--- src/rtl/cpu_boot_pkg.sv ---
// cpu_boot_pkg: shared state encodings, control-output bundle and counter
// sizing helper for the CPU boot sequencer.
// Contents: ST_* state constants, ctrl_t output bundle, decode_state(), cnt_width().
package cpu_boot_pkg;

  // Sequencer states. Kept as plain localparams so the encoding is stable
  // for anything that probes the state bus directly.
  typedef logic [2:0] boot_state_t;

  localparam boot_state_t ST_IDLE   = 3'd0;
  localparam boot_state_t ST_RESET  = 3'd1;
  localparam boot_state_t ST_LOAD   = 3'd2;
  localparam boot_state_t ST_SETTLE = 3'd3;
  localparam boot_state_t ST_RUN    = 3'd4;
  localparam boot_state_t ST_DONE   = 3'd5;

  // Control outputs that are pure functions of the sequencer state.
  typedef struct packed {
    logic clk_en;
    logic sync_rst;
    logic sys_en;
    logic prog_ready;
    logic running;
    logic done;
  } ctrl_t;

  function automatic ctrl_t decode_state(input boot_state_t s);
    ctrl_t c;
    c = '0;
    case (s)
      ST_RESET: begin
        c.clk_en   = 1'b1;
        c.sync_rst = 1'b1;
      end
      ST_LOAD: begin
        c.clk_en     = 1'b1;
        c.prog_ready = 1'b1;
      end
      ST_SETTLE: begin
        c.clk_en = 1'b1;
      end
      ST_RUN: begin
        c.clk_en  = 1'b1;
        c.sys_en  = 1'b1;
        c.running = 1'b1;
      end
      ST_DONE: begin
        c.done = 1'b1;
      end
      default: begin
        c = '0;
      end
    endcase
    return c;
  endfunction

  // Width of the shared phase counter: enough bits to hold the largest of
  // the three phase lengths. Never narrower than one bit.
  function automatic int cnt_width(input int a, input int b, input int c);
    int m;
    int w;
    m = a;
    if (b > m) m = b;
    if (c > m) m = c;
    w = $clog2(m + 1);
    return (w < 1) ? 1 : w;
  endfunction

endpackage

--- src/rtl/cpu_boot_sequencer_counter.sv ---
// boot_down_counter: loadable down counter that stops at zero.
// Ports: clk/rst, i_load + i_load_val (reload), i_en (count), o_zero (count==0).
// The sequencer reloads it on every state entry, so one instance times all phases.
module boot_down_counter #(
  parameter int CW = 4
) (
  input  logic          clk,
  input  logic          rst,
  input  logic          i_load,
  input  logic [CW-1:0] i_load_val,
  input  logic          i_en,
  output logic          o_zero
);

  logic [CW-1:0] r_count;

  always_ff @(posedge clk or posedge rst) begin
    if (rst) begin
      r_count <= '0;
    end else if (i_load) begin
      r_count <= i_load_val;
    end else if (i_en && (r_count != '0)) begin
      r_count <= r_count - 1'b1;
    end
  end

  assign o_zero = (r_count == '0);

endmodule

--- src/rtl/cpu_boot_sequencer.sv ---
// cpu_boot_sequencer: power-up sequencer in front of CPU_TopLevel. Walks
// IDLE->RESET->LOAD->SETTLE->RUN->DONE, streams the program image into
// instruction memory during LOAD and stops the core on halt or watchdog.
// Ports: clk/rst; i_Start, i_HaltIn; program stream i_ProgValid/i_ProgData/
// i_ProgLast with o_ProgReady; CPU controls o_ClkEnOut/o_SyncRstOut/
// o_SystemEnOut; memory write port o_InstrWrite*; status o_Running/o_Done/
// o_TimeoutFlag/o_OverflowFlag.
module cpu_boot_sequencer
  import cpu_boot_pkg::*;
#(
  parameter int DATABITWIDTH   = 16,
  parameter int IADDRBITWIDTH  = 10,
  parameter int RSTCYCLES      = 2,
  parameter int SETTLECYCLES   = 3,
  parameter int WATCHDOGCYCLES = 1024
) (
  input  logic                     clk,
  input  logic                     rst,
  input  logic                     i_Start,
  input  logic                     i_HaltIn,
  input  logic                     i_ProgValid,
  input  logic [DATABITWIDTH-1:0]  i_ProgData,
  input  logic                     i_ProgLast,
  output logic                     o_ProgReady,
  output logic                     o_ClkEnOut,
  output logic                     o_SyncRstOut,
  output logic                     o_SystemEnOut,
  output logic                     o_InstrWriteEn,
  output logic [IADDRBITWIDTH-1:0] o_InstrWriteAddr,
  output logic [DATABITWIDTH-1:0]  o_InstrWriteData,
  output logic                     o_Running,
  output logic                     o_Done,
  output logic                     o_TimeoutFlag,
  output logic                     o_OverflowFlag
);

  localparam int CW    = cnt_width(RSTCYCLES, SETTLECYCLES, WATCHDOGCYCLES);
  localparam bit WD_EN = (WATCHDOGCYCLES > 0);

  // Each phase lasts N cycles, so the counter is loaded with N-1 on entry
  // and the exit transition fires in the cycle it reads zero.
  localparam logic [CW-1:0] RST_LOAD = CW'(RSTCYCLES - 1);
  localparam logic [CW-1:0] SET_LOAD = CW'(SETTLECYCLES - 1);
  localparam logic [CW-1:0] WD_LOAD  = WD_EN ? CW'(WATCHDOGCYCLES - 1) : '0;

  boot_state_t              r_state;
  ctrl_t                    r_ctrl;
  logic [IADDRBITWIDTH-1:0] r_addr;
  logic                     r_ovf;
  logic                     r_to;

  boot_state_t              w_next;
  logic                     w_accept;
  logic                     w_set_ovf;
  logic                     w_set_to;
  logic                     w_cnt_load;
  logic [CW-1:0]            w_cnt_val;
  logic                     w_cnt_en;
  logic                     w_cnt_zero;

  // ProgReady is high exactly in LOAD, so this also gates ProgValid there.
  assign w_accept = r_ctrl.prog_ready && i_ProgValid;

  always_comb begin
    w_next    = r_state;
    w_set_ovf = 1'b0;
    w_set_to  = 1'b0;
    case (r_state)
      ST_IDLE, ST_DONE: begin
        if (i_Start) w_next = ST_RESET;
      end
      ST_RESET: begin
        if (w_cnt_zero) w_next = ST_LOAD;
      end
      ST_LOAD: begin
        if (w_accept) begin
          if (i_ProgLast) begin
            w_next = ST_SETTLE;
          end else if (r_addr == '1) begin
            // Memory full without an end marker: stop loading, flag it.
            w_next    = ST_SETTLE;
            w_set_ovf = 1'b1;
          end
        end
      end
      ST_SETTLE: begin
        if (w_cnt_zero) w_next = ST_RUN;
      end
      ST_RUN: begin
        // Halt has priority over a simultaneous watchdog expiry.
        if (i_HaltIn) begin
          w_next = ST_DONE;
        end else if (WD_EN && w_cnt_zero) begin
          w_next   = ST_DONE;
          w_set_to = 1'b1;
        end
      end
      default: begin
        w_next = ST_IDLE;
      end
    endcase
  end

  // Reload the shared counter on every state change with the length of the
  // phase being entered.
  always_comb begin
    w_cnt_val = '0;
    case (w_next)
      ST_RESET:  w_cnt_val = RST_LOAD;
      ST_SETTLE: w_cnt_val = SET_LOAD;
      ST_RUN:    w_cnt_val = WD_LOAD;
      default:   w_cnt_val = '0;
    endcase
  end

  assign w_cnt_load = (w_next != r_state);
  assign w_cnt_en   = (r_state == ST_RESET) || (r_state == ST_SETTLE) ||
                      (r_state == ST_RUN);

  boot_down_counter #(
    .CW(CW)
  ) u_phase_cnt (
    .clk       (clk),
    .rst       (rst),
    .i_load    (w_cnt_load),
    .i_load_val(w_cnt_val),
    .i_en      (w_cnt_en),
    .o_zero    (w_cnt_zero)
  );

  always_ff @(posedge clk or posedge rst) begin
    if (rst) begin
      r_state <= ST_IDLE;
      r_ctrl  <= '0;
      r_addr  <= '0;
      r_ovf   <= 1'b0;
      r_to    <= 1'b0;
    end else begin
      r_state <= w_next;
      // Decode the next state so the control outputs are glitch-free flops
      // that change on the same edge as the state.
      r_ctrl  <= decode_state(w_next);

      if (w_next == ST_RESET) begin
        r_addr <= '0;
      end else if (w_accept) begin
        r_addr <= r_addr + 1'b1;
      end

      // Flags survive DONE and are cleared only when a new sequence starts.
      if (w_next == ST_RESET) begin
        r_ovf <= 1'b0;
        r_to  <= 1'b0;
      end else begin
        if (w_set_ovf) r_ovf <= 1'b1;
        if (w_set_to)  r_to  <= 1'b1;
      end
    end
  end

  assign o_ProgReady      = r_ctrl.prog_ready;
  assign o_ClkEnOut       = r_ctrl.clk_en;
  assign o_SyncRstOut     = r_ctrl.sync_rst;
  assign o_SystemEnOut    = r_ctrl.sys_en;
  assign o_Running        = r_ctrl.running;
  assign o_Done           = r_ctrl.done;
  assign o_TimeoutFlag    = r_to;
  assign o_OverflowFlag   = r_ovf;

  // Write port is combinational so an accepted word lands in the same cycle.
  // Data is zeroed when idle to keep the bus quiet.
  assign o_InstrWriteEn   = w_accept;
  assign o_InstrWriteAddr = r_addr;
  assign o_InstrWriteData = w_accept ? i_ProgData : '0;

endmodule

--- config.mk ---
export PLATFORM = sky130hd
export DESIGN_NAME = cpu_boot_sequencer
export DESIGN_NICKNAME = d
export VERILOG_FILES = /design/src/rtl/cpu_boot_pkg.sv /design/src/rtl/cpu_boot_sequencer_counter.sv /design/src/rtl/cpu_boot_sequencer.sv
export SDC_FILE = /design/constraint.sdc
export NUM_CORES = 1
export LEC_CHECK = 0
export BUFFER_PORTS_ARGS = -buffer_cell sky130_fd_sc_hd__buf_2
export CAP_MARGIN = 10
export CORE_MARGIN = 2
export CORE_UTILIZATION = 36
export CTS_CLUSTER_DIAMETER = 150
export DETAILED_ROUTE_END_ITERATION = 7
export HOLD_SLACK_MARGIN = 0.15
export PLACE_DENSITY_LB_ADDON = 0.1
export SYNTH_ARGS = -nofsm -noshare
export SYNTH_HDL_FRONTEND = slang
export SYNTH_HIERARCHICAL = 1
export SYNTH_SLANG_ARGS = --single-unit
--- constraint.sdc ---
create_clock -name clk -period 3 [get_ports clk]
set_input_delay 0.9 -clock clk [delete_from_list [all_inputs] [get_ports clk]]
set_output_delay 0.9 -clock clk [all_outputs]
set_load 0.05 [all_outputs]
==> summary.md <==
| Metric | Value |
|---|---|
| Dominant combinational cell family by area after synthesis | `simple AND/OR/NAND/NOR gates` |
| Period Utilization, post-route | `89.2%` |
| Setup Fix Bufs, Post-CTS | `0` |
| I/O pins | `57` |
| Die boundary height | `77.6 um` |
| Area of the placeable core | `5170 um^2` |
| Adder-cell share of the synthesized area | `1.28%` |
| Path category of the worst min-delay check | `flip-flop to flip-flop` |
| Remaining global-route overflow | `0` |
| Synthesized cell area | `1950 um^2` |
| Tightest slew margin relative to the limit | `47.3%` |
| Number of fill cells in the layout | `505` |
| Final hold slack | `0.507 ns` |
| Layout Utilization | `47.4%` |
| Post-synthesis share of cell area spent on xor and xnor gates | `5.38%` |
| Via total after detailed routing | `1623` |
| Launch point of the critical path | `u_phase_cnt/r_count[0]` |
| GPL Wtd Cong | `0.770` |
| Number of storage elements in the synthesis netlist | `31` |
| Number of instances in the synthesized netlist | `200` |
| Antenna violations before repair | `0` |
| Startpoint of the most critical register-to-register path | `u_phase_cnt/r_count[0]` |
| List of cells traversed by the critical path | `inv_1 -> ha_1 -> nor3b_1 -> nand3_2 -> inv_2 -> nor2b_1 -> a211oi_2 -> a2bb2oi_4 -> o21ai_0 -> buf_12 -> a2111oi_0 -> a221o_1` |
| Pin count of the biggest net entering global routing | `21` |
| Antenna-violating nets left | `0` |
| Share of synthesized registers carrying an async set or reset | `100%` |
| Crit path launch type | `flip-flop` |
| Layout overhead on the synthesized area | `25.6%` |
| Die ar. | `6030 um^2` |
| Quantity of I/O buffers inserted on ports | `56` |
| Complex-gate fraction of the synthesized area | `18.7%` |
| Wire length of the first global-routing pass | `7790 um` |
| Synth Area in Simple Gates | `25.1%` |
| Lkg Pwr | `1.21 nW` |
| Hold Fails Final Rpt | `0` |
| Clock tree from TritonCTS | `done` |
| Via/cell ratio | `4.90` |
| Post-CTS Hold Buffers | `0` |
| X dimension of the die | `77.6 um` |
| Detailed placer's ending HPWL | `3430 um` |
| Clock skew | `0.00900 ns` |
| Mux contribution to synthesized area | `2.82%` |
| Clock-pin slew of the registers on the worst-case setup and hold paths | `0.07 ns` |
| Number of maximum-capacitance constraint violations | `0` |
| Diode count | `0` |
| Worst r2r dst | `u_phase_cnt/r_count[9]` |
| Critical path capture point | `u_phase_cnt/r_count[9]` |
| Worst EP arrival | `2.90 ns` |
| Initial DRC Count | `68` |
| Aggregate global-route resource usage | `16.1%` |
| Buffer levels on the longest clock path | `2` |
| Clock insertion delay at the later pin of the skew report | `0.29 ns` |
| Combined flip-flop and latch cell area | `776 um^2` |
| Depth of the most critical reg-to-reg path | `12` |
| Final setup violating endpoints | `0` |
| CTS Buf Count | `5` |
| Unrepaired setup endpoints after global routing | `no` |
| Total design power | `1.77 mW` |
| Area of the multi-input gates | `1050 um^2` |
| Remaining routing DRC violations | `0` |
| Top flip-flop cell by instance count after synthesis | `dfrtp_1` |
| Worst Path Max Fanout | `19` |
| Worst ir drop on vdd | `0.318 mV` |
| Slowest CP cell | `dfrtp_1` |
| Data required time of the critical path | `3.22 ns` |
| Power per unit of standard cell area | `722 nW/um^2` |
| Post-synthesis net count | `224` |
| Biggest cell delay along the critical path | `0.41 ns` |
| Flop2flop setup slack | `0.32 ns` |
| Result of the run | `finished, final reports clean` |
| Vias in the first global route | `1597` |
| CTS sink count | `31` |
| Slew Viols, Final | `0` |
| NumNets Final | `284` |
| Maximum achievable frequency | `374 MHz` |
| Number of levels in the clock H-tree | `2` |
| Synth Area per Inst | `9.76 um^2` |
| Number of iterations in the first detailed-routing pass | `5` |
| Minimum clock period after layout | `2.68 ns` |
| Master cell of the clock root buffer | `clkbuf_8` |
| Share of final-layout standard cells stronger than drive strength 1 | `39.5%` |
| CP Class | `flip-flop to flip-flop` |
| Number of flops mapped to enable cells by yosys | `0` |
| Unique cell type count in the Yosys netlist | `59` |
| Synthesis Warnings | `6` |
| Critical Path End Type | `flip-flop` |
| Routed wirelength normalized by instance count | `13.7 um` |
| Setup TNS | `0 ns` |
| Cell Rows | `26` |
| Worst Max-Slew Pin Slew | `0.790 ns` |
| Sequential-to-total area share from yosys stat | `39.7%` |
| Final routed wirelength across all metal layers | `4550 um` |
| Initial core utilization | `37.7%` |
[worst max-delay path: cells and delay by family (launching register included)]
| kind | cells | cell delay (ns) |
|---|---|---|
| simple gates | 3 | 0.72 |
| buf+inv | 3 | 0.40 |
| fa+ha+maj | 1 | 0.18 |
| compound gates | 5 | 0.89 |
| flops | 1 | 0.41 |
[stage by stage]
step | worst slack, ns | area [um^2] | cells
after floorplan | 0.237 | 1950 | 200
after detailed placement | 0.331 | 2310 | 323
after global routing | 0.0431 | 2450 | 331
final | 0.324 | 2450 | 331
after CTS | 0.249 | 2450 | 331
after global placement | 0.384 | 2310 | 323
[synthesized netlist by cell type (3+ instances only)]
| library cell | count | area share [%] |
|---|---|---|
| nor3_1 | 4 | 1.0 |
| nand3_1 | 7 | 1.8 |
| nor2_1 | 10 | 1.9 |
| o21ai_0 | 11 | 2.8 |
| inv_1 | 9 | 1.7 |
| and3_1 | 16 | 5.1 |
| buf_6 | 5 | 2.9 |
| clkbuf_1 | 4 | 0.77 |
| a21oi_1 | 8 | 2.1 |
| mux2i_1 | 4 | 2.1 |
| nand2b_1 | 3 | 0.96 |
| nand2_1 | 16 | 3.1 |
| xor2_1 | 8 | 3.6 |
| a21oi_2 | 7 | 3.1 |
| xnor2_1 | 4 | 1.8 |
| dfrtp_1 | 31 | 40 |
| nand4_1 | 3 | 0.96 |
[report_power, final]
part           switching (mW)  internal, mW
registers               0.114         0.508
logic                   0.368         0.283
clock network           0.166         0.331
[layer usage]
layer	track usage (%)	part of all wire [%]
met5	0	0
met4	4.29	0.92
met1	21.3	46
met2	26.5	50
met3	3.49	2.2
[worst min-delay path by stage]
stage	startpoint	to	slack (ns)	cells after the start
2_1_floorplan	u_phase_cnt/r_count[8]	u_phase_cnt/r_count[8]	0.52	2
3_3_place_gp	o_OverflowFlag	o_OverflowFlag	0.49	1
3_5_place_dp	o_OverflowFlag	o_OverflowFlag	0.49	1
4_1_cts	o_OverflowFlag	o_OverflowFlag	0.51	1
5_1_grt	o_OverflowFlag	o_OverflowFlag	0.52	1
6_report	o_OverflowFlag	o_OverflowFlag	0.51	1
[cell type report]
type	count	share of cell area, %
flip-flops and latches	31	31.6
repair buffers	65	14.7
inverters	11	1.79
clock inverters	3	2.76
clock buffers	5	2.81
multi-input cells	146	42.7
well taps	70	3.57
[repair_timing]
item,in CTS,in global routing
gates resized for setup,0,2
hold endpoints to repair,0,0
setup endpoints to repair,0,1
[registers in the layout, summed over array words and instances, names as in the netlist]
| name | flops |
|---|---|
| r_state | 3 |
| o_InstrWriteAddr | 10 |
| o_ProgReady | 1 |
| o_Running | 1 |
| o_Done | 1 |
| o_SyncRstOut | 1 |
| u_phase_cnt/r_count | 11 |
| o_ClkEnOut | 1 |
| o_TimeoutFlag | 1 |
| o_OverflowFlag | 1 |
[cell usage in the layout (no fill, tap or decap), types with 3 or more instances in the layout]
master,synthesis,routed
buf_4,2,8
clkbuf_8,0,5
a21oi_2,7,7
buf_2,0,56
nand2b_1,3,3
mux2i_1,4,4
xnor2_1,4,4
and3_1,16,16
xor2_1,8,8
a21oi_1,8,8
o21ai_0,11,11
nand4_1,3,3
nor3_1,4,4
nand2_1,16,16
nand3_1,7,6
inv_1,9,8
dfrtp_1,31,31
nor2_1,10,10
[cell families (layout without fill, tap and decap cells)]
kind of cell	count (synthesis)	in the layout
buffers and inverters	23	84
XOR/XNOR	12	12
adder cells (fa/ha/maj)	2	2
multiplexers	5	5
AND/OR/NAND/NOR	81	81
flip-flops	31	31
other	1	1
AO/OA/AOI/OAI	45	45
No activity file was read; power rests on OpenSTA's default activity.
